### config.mk
export PLATFORM = sky130hd
export DESIGN_NAME = uart_rx
export DESIGN_NICKNAME = d
export VERILOG_FILES = /design/src/rtl/uart_rx.sv
export SDC_FILE = /design/constraint.sdc
export NUM_CORES = 1
export LEC_CHECK = 0
export CORE_MARGIN = 1
export CORE_UTILIZATION = 35
export CTS_BUF_LIST = sky130_fd_sc_hd__clkbuf_16
export CTS_CLUSTER_DIAMETER = 50
export DETAILED_ROUTE_END_ITERATION = 8
export PLACE_DENSITY = 0.61
export SLEW_MARGIN = 0
export SYNTH_ARGS = -nofsm -noshare
export SYNTH_HDL_FRONTEND = slang
export SYNTH_SLANG_ARGS = --single-unit
### constraint.sdc
create_clock -name CLK -period 2.3 [get_ports CLK]
set_input_delay 0.23 -clock CLK [delete_from_list [all_inputs] [get_ports CLK]]
set_output_delay 0.23 -clock CLK [all_outputs]
set_load 0.02 [all_outputs]
### src/rtl/uart_rx.sv
// UART receiver: 2-flop synchronized line, 2-of-3 majority per bit, optional parity,
// one-cycle result pulses (Data_valid / Par_err / Stp_err) after each frame.
module uart_rx #(
  parameter int Width = 8
) (
  input  logic             CLK,
  input  logic             rst,
  input  logic             RX_IN,
  input  logic [5:0]       Prescale,
  input  logic             PAR_EN,
  input  logic             PAR_TYP,
  output logic [Width-1:0] P_data,
  output logic             Data_valid,
  output logic             Par_err,
  output logic             Stp_err
);

  localparam int BcW = (Width > 1) ? $clog2(Width) : 1;

  typedef enum logic [2:0] {IDLE, START, DATA, PARITY, STOP, DONE} state_e;

  function automatic logic maj3(input logic [2:0] s);
    return (s[0] & s[1]) | (s[0] & s[2]) | (s[1] & s[2]);
  endfunction

  function automatic logic parity_bit(input logic [Width-1:0] d, input logic odd);
    return (^d) ^ odd;
  endfunction

  logic [1:0]       sync_q;
  logic             line_s;
  logic [1:0]       line_ok_q, line_ok_d;
  logic             armed_q, armed_d;
  state_e           state_q, state_d;
  logic [5:0]       edge_q, edge_d;
  logic [BcW-1:0]   bit_q, bit_d;
  logic [5:0]       p_q, p_d;
  logic             par_en_q, par_en_d, par_typ_q, par_typ_d;
  logic [2:0]       smp_q, smp_d;
  logic [Width-1:0] shift_q, shift_d;
  logic             perr_q, perr_d, serr_q, serr_d;
  logic [Width-1:0] p_data_q, p_data_d;
  logic             dv_q, dv_d, pe_q, pe_d, se_q, se_d;
  logic [5:0]       mid_s, p_sel_s;
  logic             bit_end_s, in_win_s, maj_s;

  assign line_s    = sync_q[1];
  assign mid_s     = {1'b0, p_q[5:1]};
  assign bit_end_s = (edge_q == (p_q - 6'd1));
  assign in_win_s  = (edge_q == (mid_s - 6'd1)) || (edge_q == mid_s) || (edge_q == (mid_s + 6'd1));
  assign maj_s     = maj3(smp_q);

  // Next-state, counters, sampling and result pulses
  always_comb begin
    state_d   = state_q;
    edge_d    = edge_q;
    bit_d     = bit_q;
    p_d       = p_q;
    par_en_d  = par_en_q;
    par_typ_d = par_typ_q;
    smp_d     = smp_q;
    shift_d   = shift_q;
    perr_d    = perr_q;
    serr_d    = serr_q;
    p_data_d  = p_data_q;
    dv_d      = 1'b0;
    pe_d      = 1'b0;
    se_d      = 1'b0;
    // Arming needs a line high that came from RX_IN, not from the reset value
    line_ok_d = {line_ok_q[0], 1'b1};
    armed_d   = armed_q | (line_ok_q[1] & line_s);

    case (Prescale)
      6'd8, 6'd16, 6'd32: p_sel_s = Prescale;
      default:            p_sel_s = 6'd8;
    endcase

    if ((state_q != IDLE) && (state_q != DONE)) begin
      edge_d = bit_end_s ? 6'd0 : (edge_q + 6'd1);
      if (in_win_s) begin
        smp_d = {smp_q[1:0], line_s};
      end else begin
        smp_d = smp_q;
      end
    end else begin
      edge_d = 6'd0;
    end

    case (state_q)
      IDLE: begin
        if (armed_q && !line_s) begin
          state_d   = START;
          edge_d    = 6'd0;
          bit_d     = '0;
          p_d       = p_sel_s;
          par_en_d  = PAR_EN;
          par_typ_d = PAR_TYP;
          perr_d    = 1'b0;
          serr_d    = 1'b0;
        end else begin
          state_d = IDLE;
        end
      end
      START: begin
        if (bit_end_s) begin
          state_d = maj_s ? IDLE : DATA;
        end else begin
          state_d = START;
        end
      end
      DATA: begin
        if (bit_end_s) begin
          shift_d[bit_q] = maj_s;
          if (bit_q == BcW'(Width - 1)) begin
            state_d = par_en_q ? PARITY : STOP;
          end else begin
            bit_d = bit_q + {{(BcW-1){1'b0}}, 1'b1};
          end
        end else begin
          state_d = DATA;
        end
      end
      PARITY: begin
        if (bit_end_s) begin
          perr_d  = (maj_s != parity_bit(shift_q, par_typ_q));
          state_d = STOP;
        end else begin
          state_d = PARITY;
        end
      end
      STOP: begin
        if (bit_end_s) begin
          serr_d  = !maj_s;
          state_d = DONE;
        end else begin
          state_d = STOP;
        end
      end
      DONE: begin
        state_d = IDLE;
        if (!perr_q && !serr_q) begin
          p_data_d = shift_q;
          dv_d     = 1'b1;
        end else begin
          pe_d = perr_q;
          se_d = serr_q;
        end
      end
      default: state_d = IDLE;
    endcase
  end

  // State and datapath registers with synchronous reset
  always_ff @(posedge CLK) begin
    if (rst) begin
      sync_q    <= 2'b11;
      line_ok_q <= 2'b00;
      armed_q   <= 1'b0;
      state_q   <= IDLE;
      edge_q    <= 6'd0;
      bit_q     <= '0;
      p_q       <= 6'd8;
      par_en_q  <= 1'b0;
      par_typ_q <= 1'b0;
      smp_q     <= 3'b000;
      shift_q   <= '0;
      perr_q    <= 1'b0;
      serr_q    <= 1'b0;
      p_data_q  <= '0;
      dv_q      <= 1'b0;
      pe_q      <= 1'b0;
      se_q      <= 1'b0;
    end else begin
      sync_q    <= {sync_q[0], RX_IN};
      line_ok_q <= line_ok_d;
      armed_q   <= armed_d;
      state_q   <= state_d;
      edge_q    <= edge_d;
      bit_q     <= bit_d;
      p_q       <= p_d;
      par_en_q  <= par_en_d;
      par_typ_q <= par_typ_d;
      smp_q     <= smp_d;
      shift_q   <= shift_d;
      perr_q    <= perr_d;
      serr_q    <= serr_d;
      p_data_q  <= p_data_d;
      dv_q      <= dv_d;
      pe_q      <= pe_d;
      se_q      <= se_d;
    end
  end

  assign P_data     = p_data_q;
  assign Data_valid = dv_q;
  assign Par_err    = pe_q;
  assign Stp_err    = se_q;

endmodule

==> results.txt <==
- Outcome: completed
- Min Clock Period, post-route: 2.18 ns
* Critical path start-end classification: reg2reg
- The min-delay analysis places its worst path in the category reg2reg.
* Number of max-cap violations: 0
* Ant. Diodes: 0
- The via count of the first global-routing pass is 1998.
- The first detailed-routing pass ran for 4 iterations.
- Final standard cell utilization of the core: 44.5%
- Clock transition time at the flip-flop clock pins of the worst setup and hold paths: 0.07 ns
- Maximum number of pins on one net before global-route repair: 20
* Uppermost metal layer occupied by signal nets: met4
* Total met2 wirelength after detailed routing: 2680 microns
- Clock skew: 0.00384 ns
- Area Growth Syn to Fin: 22.8%
* Post-synthesis instance area: 2610 sq um
- Yosys cell types: 50
- The later pin in the worst-skew pair is clocked with a latency of 0.29 ns.
- Area share of the leading cell type in the synthesized netlist: 37.6%
* Horizontal die dimension: 88.4 microns
- The total overflow left after global routing is 0.
* Main combinational cell family by area after synthesis: simple AND/OR/NAND/NOR gates
- Number of synthesis warnings: 0
- DRC marker count from the first detailed-route iteration: 135
- The routed layout has 2185 vias.
- In this run the deepest clock path goes through 2 buffers.
* Die ar.: 7810 sq um
- Vias per std cell: 5.11
* Worst slack at placement: 0.0278 ns
- Effective utilization at floorplan: 36.2%
- Sequential element share of the synthesized area: 37.6%
- Number of synthesized flops with an enable pin: 0
* Fin Setup TNS: 0 ns
* Overall track demand over capacity in global routing: 15.9%
- The first global-routing pass estimated 9450 microns of wire.
- Summing all non-filler instances in the final layout gives an area of 3210 sq um.
- Setup slack of the critical path after layout: 0.123 ns
- The clock net in this run drives a total of 49 sinks.
- In the final routed layout, each cell accounts on average for 13.5 microns.
* Multiplexer area fraction after synthesis: 4.98%
* Post-synth ARST share: 0%
- Instance area after placement: 3010 sq um
* Ys flop type: dfxtp_1
- Data required time at the worst endpoint: 2.53 ns
- CTS buffer count: 5
- Slew at the pin closest to its max-slew limit: 0.595 ns
- Count of placed standard cells in the final layout, fillers left out: 428
- Timing would allow up to 0.459 GHz.
- The region available for standard cell placement spans 7210 sq um.
- STA classifies the critical path endpoint as a flop.
- Counting every net in the synthesized netlist gives 320.
* Die extent in y: 88.4 microns
- Across the VDD grid, the largest voltage drop is 0.312 mV.
- Leakage dissipation: 1.19 nW
* Synth Area per Inst: 8.65 sq um
* Fin crit share: 94.6%
- Metal-1 WL: 2810 microns
- After legalization and detailed placement, the total HPWL measured 4210 microns.
* Number of cells produced by synthesis: 302
- Synth Area in Compound Gates: 13.7%
- The initial antenna violation count was 0.
- I/O pins: 22
- Routed wl met3: 208 microns
* Cells taking the most area after synthesis: dfxtp_1 38%, xnor2_1 5.7%, mux2i_1 5.0%, a21oi_1 3.8%, nor2_1 3.7%
- XOR/XNOR Fraction of Synth Area: 9.39%
- IO Port Bufs: 21
* Setup repair after global routing missed its margin: no
* Arrival @ worst endpoint: 2.41 ns
* Number of storage elements in the synthesis netlist: 49
* Total power density per cell area: 506 nW/um^2
* Fraction of final layout cells sized beyond drive strength 1: 14.9%
- Depth of the CTS H-tree: 2
* Worst slew margin: 60.0%
- Final setup violation count: 0
- Antenna viol nets, final: 0
- The routed design has 5780 microns of wire.
- DRC violation count after routing: 0
- Clock tree from TritonCTS: done
* Final RePlAce weighted congestion: 0.784
* Fraction of the mapped netlist area in simple logic gates: 25.4%
- Biggest area consumer among synthesized cells: dfxtp_1
* Adder-cell share of the synthesized area: 3.74%
- The final count of pins violating max slew is 0.
- The cell sitting at the root of the clock tree is a clkbuf_16.
* Number of instances in the placed design: 419
- Row generation in the floorplan step produced 31 rows.
- The final layout contains 346 nets.
* Top fanout value on the critical path: 15
* Crit start category: flop
* Final Hold Fails: 0
==> state kept, by name, summed over array words and instances (netlist names) <==
signal and cells:
par_typ_q 1, bit_q 3, Stp_err 1, shift_q 8
smp_q 3, perr_q 1, Par_err 1, edge_q 6
P_data 8, p_q 6, state_q 3, Data_valid 1
serr_q 1, armed_q 1, sync_q 2, par_en_q 1
line_ok_q 2
==> worst paths after layout <==
kind | startpoint | to | slack [ns] | cells past startpoint
worst max register to register | p_q[1]$_SDFFE_PP0P_ | bit_q[1]$_SDFFE_PP0P_ | 0.12 | 9
worst max-delay path | p_q[1]$_SDFFE_PP0P_ | bit_q[1]$_SDFFE_PP0P_ | 0.12 | 9
worst min register to register | sync_q[0]$_SDFF_PP1_ | sync_q[1]$_SDFF_PP1_ | 0.41 | 1
worst min-delay path | sync_q[0]$_SDFF_PP1_ | sync_q[1]$_SDFF_PP1_ | 0.41 | 1
==> power breakdown <==
part	internal (W)	switching, W	leakage (nW)
Clock	0.000399	0.000320	0.0672
Combinational	0.0000243	0.0000233	0.721
Sequential	0.000854	0.00000335	0.398
Total	0.00128	0.000347	1.19
==> cell usage after synthesis (4+ instances only) <==
cell type and n:
xnor2_1 17, inv_1 10, o41ai_1 4, nor2_1 26
or3_1 4, nand2_1 24, mux2i_1 13, buf_2 7
a21oi_1 20, nand4b_1 6, nand3_1 11, o21ai_0 4
nor3_1 11, xor2_1 11, dfxtp_1 49, nor2b_1 7
nand4_1 4, or4b_1 4, ha_1 7, and2_1 4
clkbuf_1 13
==> metrics by stage <==
step                      hold WS (ns)  power, W
after floorplan                  0.334  0.000897
after global placement           0.396  0.000924
after detailed placement         0.404  0.000925
after CTS                        0.420   0.00165
after global routing             0.435   0.00169
final                            0.414   0.00162
==> per-layer routing <==
metal	up-vias	track usage, %
met1	1022	21.4
met4	0	5.72
met2	39	25.7
li1	1118	-
met5	-	0
met3	6	2.52
==> timing repair <==
action,4_1_cts,5_1_grt
endpoints found under the setup margin,0,13
hold buffers,0,0
buffers inserted,0,1
resized for setup,0,15
==> area by class of cell <==
cell class / instances / area, sq um
clock buffers: 5 / 125
clock inverters: 3 / 18.8
fillers: 737 / 4010
inverters: 10 / 40.0
multi-input cells: 221 / 1540
flip-flops and latches: 49 / 985
well taps: 99 / 124
repair buffers: 41 / 373
==> cells in the final DEF (no fill, tap or decap), drive strengths merged, types with 11 or more instances in the layout <==
cell	synthesis	final
a21oi	20	20
buf	9	20
clkdlybuf4s50	0	21
dfxtp	49	49
inv	10	11
mux2i	13	13
nand2	24	24
nand3	11	11
nor2	26	26
nor3	11	11
xnor2	17	17
xor2	11	11
==> cell families after synthesis <==
family,after synthesis
multiplexers,13
adder cells (fa/ha/maj),8
AO/OA/AOI/OAI,52
flip-flops,49
AND/OR/NAND/NOR,120
XOR/XNOR,28
buffers and inverters,32
==> critical path: stages, from the launching register on <==
cell and delay (ns):
dfxtp_2 0.33, inv_4 0.07, ha_2 0.28, xnor2_1 0.12, nor2_1 0.10, nand4b_1 0.14
or2_4 0.28, buf_12 0.15, or4b_4 0.51, a21oi_2 0.14
Note: power is estimated with default switching activity, not from simulation.
